--- src/rtl/comparator_serial_acc_if.sv ---
// Handshake and per-bit result bundle between a bit-serial driver and comparator_serial_acc.
interface comparator_serial_acc_if #(
    parameter int WIDTH = 8,
    parameter int CNT_W = $clog2(WIDTH + 1)
);
    logic             start;
    logic             bit_valid;
    logic             greater;
    logic             less;
    logic             equal;
    logic             busy;
    logic             done;
    logic             gt;
    logic             lt;
    logic             eq;
    logic             err;
    logic [CNT_W-1:0] bit_cnt;

    modport master (
        output start, bit_valid, greater, less, equal,
        input  busy, done, gt, lt, eq, err, bit_cnt
    );

    modport slave (
        input  start, bit_valid, greater, less, equal,
        output busy, done, gt, lt, eq, err, bit_cnt
    );
endinterface

--- src/rtl/comparator_serial_acc.sv ---
// Accumulates MSB-first per-bit greater/less/equal results into a WIDTH-bit magnitude compare.
// Optional macro COMPARATOR_SERIAL_EARLY_EXIT_EN: finish the word on the first decisive bit.
module comparator_serial_acc #(
    parameter int WIDTH = 8,
    parameter int CNT_W = $clog2(WIDTH + 1)
) (
    input logic                     clk,
    input logic                     rst_n,
    comparator_serial_acc_if.slave  bus
);
    typedef enum logic [1:0] {IDLE, RUN, DONE} state_t;

    localparam logic [CNT_W-1:0] CNT_LAST = CNT_W'(WIDTH - 1);
    localparam logic [CNT_W-1:0] CNT_MAX  = CNT_W'(WIDTH);

    state_t           state;
    state_t           state_nxt;
    logic [CNT_W-1:0] cnt;
    logic             gt_q;
    logic             lt_q;
    logic             eq_q;
    logic             err_q;
    logic             decided;

    logic             take;
    logic             onehot;
    logic             bit_gt;
    logic             bit_lt;
    logic             decided_nxt;
    logic             last;

    // Illegal (non-one-hot) bits count as equal, so they never decide the word.
    always_comb begin
        onehot      = ({bus.greater, bus.less, bus.equal} == 3'b100) ||
                      ({bus.greater, bus.less, bus.equal} == 3'b010) ||
                      ({bus.greater, bus.less, bus.equal} == 3'b001);
        take        = (state == RUN) && bus.bit_valid;
        bit_gt      = take && onehot && bus.greater && !decided;
        bit_lt      = take && onehot && bus.less && !decided;
        decided_nxt = decided | bit_gt | bit_lt;
        last        = take && (cnt == CNT_LAST);
        state_nxt   = state;
        case (state)
            IDLE: if (bus.start) state_nxt = RUN;
`ifdef COMPARATOR_SERIAL_EARLY_EXIT_EN
            RUN:  if (last || bit_gt || bit_lt) state_nxt = DONE;
`else
            RUN:  if (last) state_nxt = DONE;
`endif
            DONE: state_nxt = IDLE;
            default: state_nxt = IDLE;
        endcase
    end

    always_ff @(posedge clk or negedge rst_n) begin
        if (!rst_n) state <= IDLE;
        else        state <= state_nxt;
    end

    // Results persist through IDLE; only a start accepted in IDLE clears them.
    always_ff @(posedge clk or negedge rst_n) begin
        if (!rst_n) begin
            cnt     <= '0;
            gt_q    <= 1'b0;
            lt_q    <= 1'b0;
            eq_q    <= 1'b0;
            err_q   <= 1'b0;
            decided <= 1'b0;
        end else if (state == IDLE && bus.start) begin
            cnt     <= '0;
            gt_q    <= 1'b0;
            lt_q    <= 1'b0;
            eq_q    <= 1'b0;
            err_q   <= 1'b0;
            decided <= 1'b0;
        end else if (take) begin
            if (cnt != CNT_MAX) cnt <= cnt + 1'b1;
            if (!onehot)        err_q <= 1'b1;
            if (bit_gt)         gt_q <= 1'b1;
            if (bit_lt)         lt_q <= 1'b1;
            decided <= decided_nxt;
            if (state_nxt == DONE) eq_q <= !decided_nxt;
        end
    end

    assign bus.busy    = (state == RUN);
    assign bus.done    = (state == DONE);
    assign bus.gt      = gt_q;
    assign bus.lt      = lt_q;
    assign bus.eq      = eq_q;
    assign bus.err     = err_q;
    assign bus.bit_cnt = cnt;
endmodule

--- src/flat_wrapper.sv ---
// flat-port wrapper written by rule: the top's interface ports become plain ports
module comparator_serial_acc_flat 
#(
    parameter int WIDTH = 8,
    parameter int CNT_W = $clog2(WIDTH + 1)
)
  (clk, rst_n, bus_start, bus_bit_valid, bus_greater, bus_less, bus_equal, bus_busy, bus_done, bus_gt, bus_lt, bus_eq, bus_err, bus_bit_cnt);
  comparator_serial_acc_if #(.WIDTH(WIDTH), .CNT_W(CNT_W)) bus_i ();
  input logic clk;
  input logic rst_n;
  input wire logic [$bits(bus_i.start)-1:0] bus_start;
  input wire logic [$bits(bus_i.bit_valid)-1:0] bus_bit_valid;
  input wire logic [$bits(bus_i.greater)-1:0] bus_greater;
  input wire logic [$bits(bus_i.less)-1:0] bus_less;
  input wire logic [$bits(bus_i.equal)-1:0] bus_equal;
  output wire logic [$bits(bus_i.busy)-1:0] bus_busy;
  output wire logic [$bits(bus_i.done)-1:0] bus_done;
  output wire logic [$bits(bus_i.gt)-1:0] bus_gt;
  output wire logic [$bits(bus_i.lt)-1:0] bus_lt;
  output wire logic [$bits(bus_i.eq)-1:0] bus_eq;
  output wire logic [$bits(bus_i.err)-1:0] bus_err;
  output wire logic [$bits(bus_i.bit_cnt)-1:0] bus_bit_cnt;
  assign bus_i.start = bus_start;
  assign bus_i.bit_valid = bus_bit_valid;
  assign bus_i.greater = bus_greater;
  assign bus_i.less = bus_less;
  assign bus_i.equal = bus_equal;
  assign bus_busy = bus_i.busy;
  assign bus_done = bus_i.done;
  assign bus_gt = bus_i.gt;
  assign bus_lt = bus_i.lt;
  assign bus_eq = bus_i.eq;
  assign bus_err = bus_i.err;
  assign bus_bit_cnt = bus_i.bit_cnt;
  comparator_serial_acc #(.WIDTH(WIDTH), .CNT_W(CNT_W)) u_core (.clk(clk), .rst_n(rst_n), .bus(bus_i));
endmodule
--- config.mk ---
export PLATFORM = sky130hd
export DESIGN_NAME = comparator_serial_acc_flat
export DESIGN_NICKNAME = d
export VERILOG_FILES = /design/src/rtl/comparator_serial_acc_if.sv /design/src/rtl/comparator_serial_acc.sv /design/src/flat_wrapper.sv
export SDC_FILE = /design/constraint.sdc
export NUM_CORES = 1
export LEC_CHECK = 0
export BUFFER_PORTS_ARGS = -buffer_cell sky130_fd_sc_hd__buf_4
export CORE_MARGIN = 2
export CORE_UTILIZATION = 45
export DETAILED_ROUTE_END_ITERATION = 12
export PLACE_DENSITY = 0.71
export SYNTH_ARGS = -nofsm -noshare
export SYNTH_HDL_FRONTEND = slang
export SYNTH_SLANG_ARGS = --single-unit
--- constraint.sdc ---
create_clock -name clk -period 1.5 [get_ports clk]
set_input_delay 0.225 -clock clk [delete_from_list [all_inputs] [get_ports clk]]
set_output_delay 0.225 -clock clk [all_outputs]
set_load 0.005 [all_outputs]
==> flow_summary.ini <==
[final_layout]
fin_nets = 89
fin_util = 0.605
register_area_um2 = 275
multi_input_area_um2 = 290
final_area_um2 = 767
fillCellCount = 119
antenna_cells = 0
drive_above_1_share = 0.291
area_growth_pct = 30.1

[grt]
grt_overflow = 0
grt_antenna_before_repair = 0
first_global_vias = 441
grt_util_all_layers = 0.186
grt_pass1_wl_um = 1910
grt_max_degree = 12

[sta]
whs_ns = 0.262
tightest_slew_ns = 0.260
clock_skew_ns = 0.000385
report.final.slew_viol_count = 0
setup_viol = 0
finalHoldViolations = 0
grt_setup_unrepaired = false
finalCritPeriodShare = 0.878
max_freq_mhz = 759
fin_tns_setup_ns = 0
relSlewSlack = 0.827
min_period_ns = 1.32

[critical_path]
cp_num_buf_inv = 1
critPathRequiredTime_ns = 1.27
crit_slowest_cell = dfrtp_1
slowest_delay_ns = 0.46
path_cells = and2b_2, buf_4
setup.worst_path.class = flop to primary output
start_kind = flop
path_delay_family = flip-flops
cp-end-kind = primary output
cp_max_fo = 6
arrival_ns = 1.09

[logic_synthesis]
synth.distinct_cells = 26
ys_seq_area_frac = 0.467
ys_seq_elements = 11
yosysTopAreaCellShare = 0.467
synth_top_area_cell = dfrtp_1
synthesis.nets = 67
syn_inst = 58
postSynthAreaPerCell_um2 = 10.2
synth_area_leaders = dfrtp_1, o21ai_0, ha_1
ys_warn_count = 0
syn_area_um2 = 589

[power_and_ir_drop]
power.density_nw_per_um2 = 1630
vdd_drop_max_v = 0.000858
power_mw = 1.25
leakage_nw = 0.377

[status]
outcome = complete, no violations

[die]
dieHeight_um = 40.2
die_area_um2 = 1620
rows = 13
start_util = 0.464
die_width_um = 40.2
ios = 17
core_um2 = 1270

[job]
maxCapViolCount = 0

[routing]
wire_per_inst_um = 12.5
wl_um = 1180
drcViolationCount = 0
drt_iter0_drc = 12
via_count = 495
ant_nets = 0
via_per_inst = 5.27
drtPass1Iterations = 4

[clocking]
post_cts_resized = 0
cts.clk_slew.worst_paths_ns = 0.07
post-cts-setup-buffer-count = 0
cts.sinks = 11
cts-buffers-inserted = 3
holdBufCountCts = 1
htree_levels = 1
cts_tree = done
clk_latency_ns = 0.27
clk_path_buf_depth = 2
root_buffer = clkbuf_4

[placed_design]
dp_hpwl_um = 883
place_area_um2 = 731
io_buffers = 16
globalplace.congestion = 0.695

[hold_path]
hold_path.class = input port to flop
## final timing paths
kind,from,endpoint,slack (ns),depth (start not counted)
worst max register to register,u_core.state[0]$_DFF_PN0_,u_core.bus.err$_DFFE_PN0P_,0.27,2
worst min register to register,u_core.bus.eq$_DFFE_PN0P_,u_core.bus.eq$_DFFE_PN0P_,0.53,2
worst max-delay path,u_core.state[0]$_DFF_PN0_,bus_done,0.18,2
worst min-delay path,bus_less,u_core.bus.lt$_DFFE_PN0P_,0.26,3
max in group asynchronous,rst_n,u_core.bus.lt$_DFFE_PN0P_,1.04,2
min in group asynchronous,rst_n,u_core.decided$_DFFE_PN0P_,0.32,2
## cell families (layout without fill, tap and decap cells)
| family | count (synthesis) | in the layout | synth area share |
|---|---|---|---|
| adders and majority gates | 2 | 2 | 0.0425 |
| xor gates and xnor gates | 2 | 2 | 0.0297 |
| AOI/OAI and AO/OA | 14 | 14 | 0.147 |
| muxes | 2 | 2 | 0.0340 |
| and+or+nand+nor | 21 | 21 | 0.240 |
| buffers and inverters | 6 | 27 | 0.0403 |
| DFF | 11 | 11 | 0.467 |
## layout by cell type (no fill, tap or decap), types with 2 or more instances in the layout
master and n:
buf_4 17, dfrtp_1 11, o21ai_0 6, inv_1 5
nor2_1 4, nand3_1 4, a21oi_1 3, clkbuf_4 3
and3b_1 2, a41oi_1 2, nand2_1 2, mux2i_1 2
ha_1 2
## Yosys cell counts, drive strengths merged
cell type and number:
nor3b 1, mux2i 2, nand3b 2, or3b 1, dfrtp 11, nor3 1
xnor2 1, o21a 1, o21bai 1, a21oi 3, and2b 1, nand2b 1
ha 2, nand4b 1, nor2 4, inv 5, buf 1, or3 1
o21ai 6, a41oi 2, and3b 2, xor2 1, nand2 2, a22o 1
nand3 4
## layer usage
metal,up-vias,global-route usage,part of all wire
met1,231,0.246,0.48
met5,-,0,0
met2,15,0.274,0.44
met3,2,0.0667,0.059
li1,247,-,-
met4,0,0.0750,0.019
## report_power, final
group / internal, mW / switching, mW
combinational: 0.294 / 0.215
clock: 0.103 / 0.102
sequential: 0.416 / 0.123
## layout make-up
type,instances,share of cell area
clock buffers,4,0.0343
inverters,5,0.0245
multi-input cells,41,0.378
flip-flops and latches,11,0.359
well taps,15,0.0245
repair buffers,18,0.179
## tightest hold or removal path, delay by kind of cell
| family | cells | cell delay (ns) |
|---|---|---|
| buffers and inverters | 1 | 0.10 |
| AND/OR/NAND/NOR | 1 | 0.07 |
| AO/OA/AOI/OAI | 1 | 0.09 |
## state kept, by name (all words and copies together), names as in the netlist
signal,count
u_core.bus.bit_cnt,4
u_core.state,2
u_core.bus.eq,1
u_core.bus.err,1
u_core.bus.gt,1
u_core.bus.lt,1
u_core.decided,1
## metrics by stage
step / setup WS (ns) / std cells
2_1_floorplan: 0.335 / 58
3_3_place_gp: 0.281 / 89
3_5_place_dp: 0.275 / 89
4_1_cts: 0.181 / 94
5_1_grt: 0.128 / 94
6_report: 0.183 / 94
No activity file was read; power rests on OpenSTA's default activity.
